**src/rtl/fpu_op_sequencer.sv**
```systemverilog
// Issue/latency/response sequencer for the shared FPU datapath and its exception-flag unit.
// Optional FPU_SEQ_BACK2BACK_EN: a request may be accepted in the same cycle as the response handshake.
//   state | meaning
//   IDLE  | waiting for a request
//   EXEC  | datapath running, cnt counting down to the result cycle
//   FLAG  | sampling registered exception flags, accruing fflags
//   RESP  | presenting result/flags/tag until the response handshake
module fpu_op_sequencer #(
  parameter int LAT_ADD  = 2,
  parameter int LAT_MUL  = 3,
  parameter int LAT_FMA  = 4,
  parameter int LAT_DIV  = 12,
  parameter int LAT_SQRT = 12,
  parameter int TAG_W    = 4
) (
  input  logic             clk_i,
  input  logic             rst_ni,
  input  logic             req_valid_i,
  output logic             req_ready_o,
  input  logic [3:0]       req_op_i,
  input  logic [31:0]      req_a_i,
  input  logic [31:0]      req_b_i,
  input  logic [31:0]      req_c_i,
  input  logic [TAG_W-1:0] req_tag_i,
  output logic             dp_start_o,
  output logic [3:0]       dp_op_o,
  output logic [31:0]      dp_a_o,
  output logic [31:0]      dp_b_o,
  output logic [31:0]      dp_c_o,
  input  logic [31:0]      dp_result_i,
  input  logic [4:0]       exc_flags_i,
  output logic             rsp_valid_o,
  input  logic             rsp_ready_i,
  output logic [31:0]      rsp_result_o,
  output logic [4:0]       rsp_flags_o,
  output logic [TAG_W-1:0] rsp_tag_o,
  output logic [4:0]       fflags_o,
  input  logic             csr_we_i,
  input  logic [4:0]       csr_wdata_i,
  output logic             busy_o
);

  localparam logic [3:0] OP_FADD   = 4'd0;
  localparam logic [3:0] OP_FSUB   = 4'd1;
  localparam logic [3:0] OP_FMUL   = 4'd2;
  localparam logic [3:0] OP_FDIV   = 4'd3;
  localparam logic [3:0] OP_FSQRT  = 4'd4;
  localparam logic [3:0] OP_FMADD  = 4'd5;
  localparam logic [3:0] OP_FMSUB  = 4'd6;
  localparam logic [3:0] OP_FNMADD = 4'd7;
  localparam logic [3:0] OP_FNMSUB = 4'd8;

  localparam int LAT_M0  = (LAT_ADD > LAT_MUL) ? LAT_ADD : LAT_MUL;
  localparam int LAT_M1  = (LAT_M0 > LAT_FMA) ? LAT_M0 : LAT_FMA;
  localparam int LAT_M2  = (LAT_M1 > LAT_DIV) ? LAT_M1 : LAT_DIV;
  localparam int LAT_MAX = (LAT_M2 > LAT_SQRT) ? LAT_M2 : LAT_SQRT;
  localparam int CNT_W   = $clog2(LAT_MAX) + 1;

  if (LAT_ADD < 1 || LAT_MUL < 1 || LAT_FMA < 1 || LAT_DIV < 1 || LAT_SQRT < 1) begin : g_lat_check
    $error("fpu_op_sequencer: every LAT_* parameter must be >= 1");
  end

  typedef enum logic [1:0] {S_IDLE, S_EXEC, S_FLAG, S_RESP} state_t;

  state_t             r_state;
  state_t             w_state_nxt;
  logic [CNT_W-1:0]   r_cnt;
  logic               r_first;
  logic [3:0]         r_op;
  logic [31:0]        r_a;
  logic [31:0]        r_b;
  logic [31:0]        r_c;
  logic [TAG_W-1:0]   r_tag;
  logic [31:0]        r_result;
  logic [4:0]         r_flags;
  logic [4:0]         r_fflags;
  logic               w_req_ready;
  logic               w_accept;
  logic               w_rsp_valid;
  logic               w_cap_res;

  function automatic logic [CNT_W-1:0] lat_m1(input logic [3:0] op);
    int lat;
    case (op)
      OP_FADD, OP_FSUB:                        lat = LAT_ADD;
      OP_FMUL:                                 lat = LAT_MUL;
      OP_FDIV:                                 lat = LAT_DIV;
      OP_FSQRT:                                lat = LAT_SQRT;
      OP_FMADD, OP_FMSUB, OP_FNMADD, OP_FNMSUB: lat = LAT_FMA;
      default:                                 lat = 1;
    endcase
    return CNT_W'(lat - 1);
  endfunction

  always_comb begin
    w_state_nxt = r_state;
    w_req_ready = 1'b0;
    w_accept    = 1'b0;
    w_rsp_valid = 1'b0;
    w_cap_res   = 1'b0;
    unique case (r_state)
      S_IDLE: begin
        w_req_ready = 1'b1;
        if (req_valid_i) begin
          w_accept    = 1'b1;
          w_state_nxt = S_EXEC;
        end
      end
      S_EXEC: begin
        if (r_cnt == '0) begin
          w_cap_res   = 1'b1;
          w_state_nxt = S_FLAG;
        end
      end
      S_FLAG: w_state_nxt = S_RESP;
      S_RESP: begin
        w_rsp_valid = 1'b1;
`ifdef FPU_SEQ_BACK2BACK_EN
        w_req_ready = rsp_ready_i;
`endif
        if (rsp_ready_i) begin
          w_state_nxt = S_IDLE;
`ifdef FPU_SEQ_BACK2BACK_EN
          // Skip IDLE when the next request is already waiting.
          if (req_valid_i) begin
            w_accept    = 1'b1;
            w_state_nxt = S_EXEC;
          end
`endif
        end
      end
      default: w_state_nxt = S_IDLE;
    endcase
  end

  always_ff @(posedge clk_i or negedge rst_ni) begin
    if (!rst_ni) begin
      r_state  <= S_IDLE;
      r_cnt    <= '0;
      r_first  <= 1'b0;
      r_op     <= '0;
      r_a      <= '0;
      r_b      <= '0;
      r_c      <= '0;
      r_tag    <= '0;
      r_result <= '0;
      r_flags  <= '0;
      r_fflags <= '0;
    end else begin
      r_state <= w_state_nxt;
      r_first <= w_accept;
      if (w_accept) begin
        r_op  <= req_op_i;
        r_a   <= req_a_i;
        r_b   <= req_b_i;
        r_c   <= req_c_i;
        r_tag <= req_tag_i;
        r_cnt <= lat_m1(req_op_i);
      end else if (r_state == S_EXEC && r_cnt != '0) begin
        r_cnt <= r_cnt - CNT_W'(1);
      end
      if (w_cap_res) r_result <= dp_result_i;
      // CSR write lands first so flags raised by the finishing op are never lost.
      if (r_state == S_FLAG) begin
        r_flags  <= exc_flags_i;
        r_fflags <= (csr_we_i ? csr_wdata_i : r_fflags) | exc_flags_i;
      end else if (csr_we_i) begin
        r_fflags <= csr_wdata_i;
      end
    end
  end

  assign req_ready_o  = w_req_ready;
  assign dp_start_o   = r_first;
  assign dp_op_o      = r_op;
  assign dp_a_o       = r_a;
  assign dp_b_o       = r_b;
  assign dp_c_o       = r_c;
  assign rsp_valid_o  = w_rsp_valid;
  assign rsp_result_o = r_result;
  assign rsp_flags_o  = r_flags;
  assign rsp_tag_o    = r_tag;
  assign fflags_o     = r_fflags;
  assign busy_o       = (r_state != S_IDLE);

endmodule

```
**config.mk**
```make
export PLATFORM = sky130hd
export DESIGN_NAME = fpu_op_sequencer
export DESIGN_NICKNAME = d
export VERILOG_FILES = /design/src/rtl/fpu_op_sequencer.sv
export SDC_FILE = /design/constraint.sdc
export NUM_CORES = 1
export LEC_CHECK = 0
export BUFFER_PORTS_ARGS = -buffer_cell sky130_fd_sc_hd__clkbuf_2
export CAP_MARGIN = 20
export CORE_UTILIZATION = 28
export DETAILED_ROUTE_END_ITERATION = 10
export GPL_ROUTABILITY_DRIVEN = 0
export RECOVER_POWER = 50
export SLEW_MARGIN = 10
export SYNTH_ARGS = -nofsm -noshare
export SYNTH_HDL_FRONTEND = slang
export SYNTH_SLANG_ARGS = --single-unit
```
**constraint.sdc**
```tcl
create_clock -name clk_i -period 2.2 [get_ports clk_i]
set_input_delay 0.44 -clock clk_i [delete_from_list [all_inputs] [get_ports clk_i]]
set_output_delay 0.44 -clock clk_i [all_outputs]
set_load 0.05 [all_outputs]
```
; Word-level counts from Yosys, hierarchy flattened
; Memory sizes are Yosys's and may differ from the RTL's.
; Cells that the tools add are included.
[totals]
regBits = 154
mem_bits_ro = 64
input_bits = 151
output_inout_bits = 150
wordCells = 43
n_memories = 1
[mem_list]
columns = name, words, word_bits, rd, rd_clocked_by_memory_dff, wr, line_no
row1 = (name not given), 16, 4, 1, 0, 0, 84  ; case (op)
[op_classes]
add_sub_neg = 2
eq_ne = 6
mux = 15
n_bitwise = 1
reduce_logical = 7
[op_table]
columns = cell, n
row1 = 5-bit 2-to-1 mux, 5
row2 = 2-bit case mux with 4 select lines, 1
row3 = 1-bit 2-to-1 mux, 6
row4 = 2-bit 2-to-1 mux, 3
row5 = "2-bit != test, second input constant", 3
row6 = 5-bit logical NOT, 1
row7 = 5-bit OR, 1
row8 = 5-bit nonzero test, 1
row9 = "5-bit by 1-bit subtractor with 5-bit output, second input constant", 1
row10 = "5-bit by 2-bit subtractor with 5-bit output, second input constant", 1
row11 = "2-bit equality test, second input constant", 2
row12 = 2-bit nonzero test, 2
row13 = 3-bit AND reduction, 1
row14 = "2-bit by 1-bit equality test with 1-bit output, second input constant", 1
row15 = 2-bit logical NOT, 1
row16 = 1-bit logical AND, 1

; Longest topological paths before layout
; Gate-level depths: netlist of the first run.
[depth]
ltp_word = 5
depth_mapped = 8

; Worst setup path after synthesis of the first run
; OpenSTA, ideal clock, no wires.
[synth_path]
kind = reg2reg
start = register r_state[0]
end = register r_state[1]
setup_time_ns = 0.125
arrival_time_ns = 1.941
slack_ns = 0.134
stages_incl_launch_ff = 7
cell_sequence = dfrtp_1 > inv_1 > ha_1 > inv_1 > o22ai_1 > nor2_1 > mux2_2
[synth_between]
elab_chain_cells = 3
word_cells_on_any_way = 9
cone_classes = 6 x eq/ne / 1 x mux / 2 x reduce/logical
[synth_lines]
columns = element, line_no
row1 = start: declaration, 65  ; state_t r_state;
row2 = start signal: assignment, 150  ; r_state <= w_state_nxt;
row3 = 2-bit by 1-bit equality test with 1-bit output (tied with other cells), 101  ; unique case (r_state)
row4 = 2-bit != test (no source line), n/a
row5 = 3-bit AND reduction (no source line), n/a
; Parallel ways exist; a longest one is shown, timed or not.
; A chain may end at the register's enable or synchronous reset.

; Final worst setup path of the first run
[layout_path]
start = register r_state[0]
end = output port busy_o
[layout_between]
elab_chain_cells = 1
[layout_lines]
columns = element, line_no
row1 = 2-bit nonzero test, 184  ; assign busy_o = (r_state != S_IDLE);
row2 = end: declaration, 40  ; output logic busy_o
; No other way between the ends.

==> results of run 1 <==
## state kept, by name, indices dropped and copies added (netlist names)
register	count
dp_a_o	32
dp_b_o	32
dp_c_o	32
rsp_result_o	32
fflags_o	5
r_cnt	5
rsp_flags_o	5
dp_op_o	4
rsp_tag_o	4
r_state	2
dp_start_o	1
## per-layer routing
metal  global-route usage [%]  vias to the layer above
li1                         -                     2481
met1                     17.7                     2319
met2                     23.0                      210
met3                     5.27                        5
met4                     4.55                        0
met5                        0                        -
## cells in the final DEF (no fill, tap or decap), drive strengths merged
cell         synthesis  routed
buf                 15       9
clkbuf              13     321
clkinvlp             0       1
mux2                34      34
nor2                 4       4
nand3b               1       1
xnor2                1       1
nand3                3       3
o21ai                6       6
a211oi               2       2
inv                 12      21
a21oi                2       2
mux2i                8       8
nand2              327     327
xor2                 1       1
or3b                 1       1
a21boi               1       1
dfrtp              154     154
clkinv               0       3
ha                   6       6
o31ai                1       1
dlygate4sd3          0       1
bufinv               0       1
o22ai                1       1
o311ai               1       1
a211o                1       1
nor3                 6       6
## report_power, final
part,switching [W],internal [W],total (W)
registers,0.000760,0.00417,0.00493
clock network,0.00129,0.00164,0.00293
logic,0.00651,0.00195,0.00846
## worst min-delay path, delay by kind of cell
family                 cells  cell delay [ns]
buffers and inverters      1             0.07
AND/OR/NAND/NOR            2             0.08
## how the worst min path moves through the flow
stage / startpoint / to / slack (ns) / depth (start not counted)
2_1_floorplan: rst_ni / dp_a_o[0] / 0.14 / 0
3_5_place_dp: rst_ni / rsp_result_o[21] / 0.43 / 1
5_1_grt: req_c_i[19] / dp_c_o[19] / 0.19 / 3
6_report: req_c_i[21] / dp_c_o[21] / 0.21 / 3
4_1_cts: req_c_i[21] / dp_c_o[21] / 0.18 / 3
3_3_place_gp: rst_ni / fflags_o[1] / 0.43 / 1
## per-stage QoR
stage	total power [W]	instance area (um2)	utilization (%)	worst slack, ns
global placement	0.0136	8010	37.7	0.357
floorplan	0.0115	6130	-	0.134
global route	0.0173	8490	40.0	0.0955
CTS	0.0167	8610	40.6	0.204
detailed placement	0.0137	8010	37.7	0.328
finish	0.0163	8490	40.0	0.240
## layout make-up
class | instances | area, um2 | share of cell area (%)
Clock buffer | 18 | 439 | 5.17
Inverter | 12 | 46.3 | 0.545
Tap cell | 275 | 344 | 4.05
Timing Repair Buffer | 313 | 1570 | 18.5
Clock inverter | 14 | 149 | 1.75
Sequential cell | 154 | 3850 | 45.4
Multi-Input combinational cell | 407 | 2090 | 24.6
## cells by family after synthesis
kind of cell,after synthesis,synth area share [%]
AOI/OAI and AO/OA,15,1.68
xor gates and xnor gates,2,0.286
adders and majority gates,6,1.23
buffers and inverters,40,3.06
DFF,154,62.9
muxes,42,9.40
and+or+nand+nor,342,21.4
==> results by group, run 1 <==
Outcome
  • Run status: complete, no violations

Floorplanning
  • Core Area: 21200 um2
  • Chip Width: 150 um
  • Die Area: 22500 um2
  • Num rows: 53
  • DIE HEIGHT: 150 um
  • Io pins: 301
  • Initial Util: 28.9%

Placed design
  • Cells after DPL: 1160
  • Port Buf Inserts: 300
  • Final HPWL DP: 11.4 mm

Critical path
  • Setup crit start: r_state[0]
  • Cell family with the largest share of critical-path delay: buffers and inverters
  • RR Endpoint: rsp_result_o[7]
  • Worst-path cell chain: inv_1 > ha_1 > inv_1 > clkbuf_2
  • Crit-path max cell delay: 0.38 ns
  • Startpoint type of the worst setup path: flop
  • Most frequent CP cell: inv_1
  • Buf/Inv on CP: 3
  • Worst-path fanout max: 4
  • Req. time, crit path: 1.76 ns
  • Arrival @ worst endpoint: 1.52 ns
  • Slowest stage cell, crit path: dfrtp_1
  • Worst r2r path cells: 5
  • Reg-to-Reg Start: r_state[1]
  • Reg-to-reg slack, setup: 0.33 ns
  • CP Capture Point: busy_o
  • Crit. End Element: output pin
  • Crit Path Class: flop to output pin
  • Worst path depth: 4

Route
  • First drt pass iteration count: 4
  • Detailed Route Iter0 Violations: 133
  • DRC violations left: 0
  • Post-route ant nets: 0
  • M1 WL: 7.13 mm
  • Metal3 WL: 1.37 mm
  • Top sig layer: met4
  • Via Count: 5015
  • Length of routed met2 wiring: 7.44 mm
  • Via density: 4.20
  • Total wire length: 16.1 mm
  • Routed len/inst: 13.5 um

Clocking
  • Setup repair bufs after CTS: 0
  • CTS Sinks: 154
  • Root Buffer Master: clkbuf_16
  • CTS Buf Count: 17
  • CTS tree: built
  • Post-CTS Hold Buffers: 1
  • Insertion delay to the later sink of the worst-skew pair: 0.42 ns
  • CTS Buffer Depth: 2
  • Clock transition at path regs: 0.07 ns
  • Post_cts resized: 0
  • H-tree levels: 4

Logic synthesis
  • Post-synth top area cell: dfrtp_1
  • Number of synthesized flops with an enable pin: 0
  • Synth unique cells: 28
  • Average size of a mapped cell: 10.2 um2
  • FF+latch count, synth: 154
  • Ys flop type: dfrtp_1
  • Mapped Area: 6130 um2
  • Seq/Total Area, Yosys: 62.9%
  • Post-synth top area share: 62.9%
  • Syn Nets: 758
  • Largest cells by area after synthesis: dfrtp_1, nand2_1, mux2_4
  • Top-count cell post-synth: nand2_1
  • Async S/R FF share, synth: 100%
  • Synth Warn #: 0
  • Most common library cells after synthesis: nand2_1, dfrtp_1, mux2_4
  • Post-Synthesis Cells: 601

Worst hold path
  • Worst Hold Class: primary input to flop

Final layout
  • P&R area growth vs syn: 38.6%
  • Nets: 1062
  • Fillers: 2162
  • Antenna Diode Count: 0
  • Share of cells above drive strength 1: 34.9%
  • Post-Layout Cell Count: 1193

Global routing
  • Vias in the first global route: 4917
  • Initial antenna violation count: 0
  • Total global-route track usage: 14.3%
  • First-pass GRT wire length: 25.1 mm
  • Total gr overflow: 0
  • Largest net degree at the start of global routing: 69

Timing
  • Hold WS: 0.205 ns
  • Period utilisation layout: 89.1%
  • Fin. max-slew vios: 0
  • Setup_tns: 0 ns
  • Worst-margin pin slew: 1.27 ns
  • Fin. Hold Viols: 0
  • Minimum clock period after layout: 1.96 ns
  • Max_slew headroom: 15.3%
  • RSZ-0062 raised after global routing: false
  • Layout Skew: 0.00589 ns
  • # setup viols final: 0
  • Maximum clock rate: 0.510 GHz

Pwr
  • Pleak: 4.76 nW
  • P per Cell Area: 1920 nW/um2
  • VDD IR max: 898 uV

Job
  • Max-cap violations: 0
No activity file was read; power rests on OpenSTA's default activity.
==> run 2: changes to the inputs <==
clock period = 1.7 ns   (was 2.2 ns; I/O delays follow)
==> run 2 against run 1 <==
  * Global-route usage is 0.22 points lower
  * First-iteration DRC count is 5.3% lower
  * Final cell count is 0.50% higher
  * Hold slack worse by 0.090 ns
  * Die area stayed put
  * Sequential power is 29% higher
  * Sequential share of layout area is 1.1 points lower
  * Flip-flop and latch count stayed put
  * Critical endpoint unchanged
  * Largest power group unchanged
==> results by group, run 2 (same netlist as run 1, synthesis figures left out) <==
Timing
  • Fin. max-slew vios: 0 (unchanged)
  • Final Worst Setup Slack: 0.0158 ns (-0.225 ns)
  • Minimum clock period after layout: 1.68 ns
  • Layout Skew: 0.00772 ns (+0.00183 ns)
  • Period utilisation layout: 99.1%
  • Hold WS: 0.115 ns (-0.0902 ns)
  • Worst-margin pin slew: 0.657 ns (-0.614 ns)
  • Setup_tns: 0 ns (unchanged)
  • Fin. Hold Viols: 0 (unchanged)
  • Max_slew headroom: 56.2% (+41 points)
  • Maximum clock rate: 0.594 GHz
  • # setup viols final: 0 (unchanged)
  • RSZ-0062 raised after global routing: true

Final layout
  • Multi-input logic area: 2130 um2 (+1.9%)
  • Most frequent cells in the layout: nand2_1, clkbuf_2, dfrtp_1
  • Antenna Diode Count: 0 (unchanged)
  • P&R area growth vs syn: 42.0%
  • Fillers: 2127 (-1.6%)
  • Commonest non-fill, non-tap cell in the layout: nand2_1
  • FF+latch area: 3850 um2 (unchanged)
  • Nets: 1068 (+0.56%)
  • Share of cells above drive strength 1: 41.7% (+6.8 points)

Worst hold path
  • Hold Startpoint: req_c_i[23]
  • Hold depth: 3 (unchanged)
  • Worst min-delay path endpoint: dp_c_o[23]
  • Worst Hold Class: primary input to flop

Outcome
  • Run status: complete, no violations

Global routing
  • Total gr overflow: 0 (unchanged)
  • Initial antenna violation count: 0 (unchanged)
  • First-pass GRT wire length: 24.6 mm (-2.2%)
  • Total global-route track usage: 14.1% (-0.22 points)
  • Vias in the first global route: 4915 (-0.041%)
  • Largest net degree at the start of global routing: 56 (-19%)

Floorplanning
  • Initial Util: 28.9% (unchanged)
  • Io pins: 301 (unchanged)
  • Chip Width: 150 um (unchanged)
  • Num rows: 53 (unchanged)
  • Core Area: 21200 um2 (unchanged)
  • DIE HEIGHT: 150 um (unchanged)
  • Die Area: 22500 um2 (unchanged)

Critical path
  • Reg-to-Reg Start: r_cnt[3]
  • Arrival @ worst endpoint: 1.34 ns (-0.18 ns)
  • Crit Path Class: flop to output pin
  • Crit-path max cell delay: 0.41 ns (+0.03 ns)
  • Worst r2r path cells: 4 (-1)
  • Req. time, crit path: 1.36 ns (-0.40 ns)
  • Worst-path cell chain: inv_2 > ha_4 > clkinvlp_4 > buf_8
  • Reg-to-reg slack, setup: 0.08 ns (-0.25 ns)
  • Worst-path fanout max: 4 (unchanged)
  • Startpoint type of the worst setup path: flop
  • Crit. End Element: output pin
  • Slowest stage cell, crit path: dfrtp_1
  • RR Endpoint: rsp_result_o[7]

Route
  • Post-route ant nets: 0 (unchanged)
  • DRC violations left: 0 (unchanged)
  • First drt pass iteration count: 4 (unchanged)
  • Via density: 4.15 (-1.3%)
  • Detailed Route Iter0 Violations: 126 (-5.3%)
  • Total wire length: 15.8 mm (-1.8%)
  • Routed len/inst: 13.2 um (-2.2%)
  • Via Count: 4976 (-0.78%)

Clocking
  • CTS Sinks: 154 (unchanged)
  • Root Buffer Master: clkbuf_16
  • CTS tree: built
  • CTS Buf Count: 17 (unchanged)
  • CTS Buffer Depth: 2 (unchanged)
  • Insertion delay to the later sink of the worst-skew pair: 0.41 ns (about the same)
  • H-tree levels: 4 (unchanged)
  • Clock transition at path regs: 0.07 ns (about the same)

Pwr
  • Final Power: 0.0217 W (+33%)
  • P per Cell Area: 2490 nW/um2 (+30%)
  • Pleak: 4.95 nW (+4.1%)
  • VDD IR max: 1450 uV (+61%)

Placed design
  • Final HPWL DP: 11.4 mm (about the same)
  • Place WS: 0.0431 ns (-0.285 ns)
  • Port Buf Inserts: 300 (unchanged)

Job
  • Max-cap violations: 0 (unchanged)
## run 2: changes by cell type in the layout (fill, tap and decap cells not counted), moves of 3 or more
cell,change
inv_1,-3
clkinvlp_4,+5
clkbuf_2,+50
buf_4,+7
inv_8,-4
clkbuf_1,-53
## run 2: worst max path at each step
| stage | startpoint | end | slack, ns | depth (start not counted) |
|---|---|---|---|---|
| 4_1_cts | r_state[1] | busy_o | -0.01 | 4 |
| 3_3_place_gp | r_state[1] | dp_b_o[23] | 0.08 | 7 |
| 2_1_floorplan | r_state[1] | r_state[1] | -0.02 | 6 |
| 5_1_grt | r_state[1] | busy_o | -0.05 | 4 |
| 6_report | r_state[1] | busy_o | 0.02 | 4 |
| 3_5_place_dp | r_state[1] | dp_b_o[6] | 0.04 | 7 |
## run 2: power by group
part           total, W  internal, W  switching, W
Sequential      0.00635      0.00540      0.000957
Clock           0.00392      0.00237       0.00155
Combinational    0.0114      0.00287       0.00852
Total            0.0217       0.0106        0.0110
## run 2: cell type report
type                       instances  area share, %
clock buffer                      20           5.13
clock inverter                    12           1.87
inverter                          12          0.575
multi-input combinational        407           24.4
sequential                       154           44.3
tap                              275           3.96
timing repair buffer             319           19.7
## run 2: what timing repair did
| item | in CTS | in global routing |
|---|---|---|
| hold endpoints to repair | 21 | 0 |
| hold buffers | 1 | 0 |
| setup buffers | 3 | 1 |
| endpoints found under the setup margin | 2 | 56 |
| pin swaps | 1 | 1 |
| resized for setup | 3 | 7 |
## run 2: metrics by stage
step / area [um2] / utilization (%) / instances
finish: 8700 / 41.0 / 1199
global route: 8700 / 41.0 / 1199
CTS: 8720 / 41.1 / 1198
detailed placement: 8070 / 38.0 / 1162
global placement: 8070 / 38.0 / 1162
floorplan: 6140 / - / 601
## run 2: metal layers
layer | track usage [%] | vias up | share of wire, %
li1 | - | 2488 | -
met1 | 17.1 | 2269 | 44
met2 | 23.1 | 203 | 46
met3 | 4.66 | 16 | 8.4
met4 | 5.30 | 0 | 1.5
met5 | 0 | - | 0
## run 2: critical path: cells and delay by family (launching register included)
family	cells	cell delay, ns
flops	1	0.41
buf+inv	3	0.34
fa+ha+maj	1	0.18
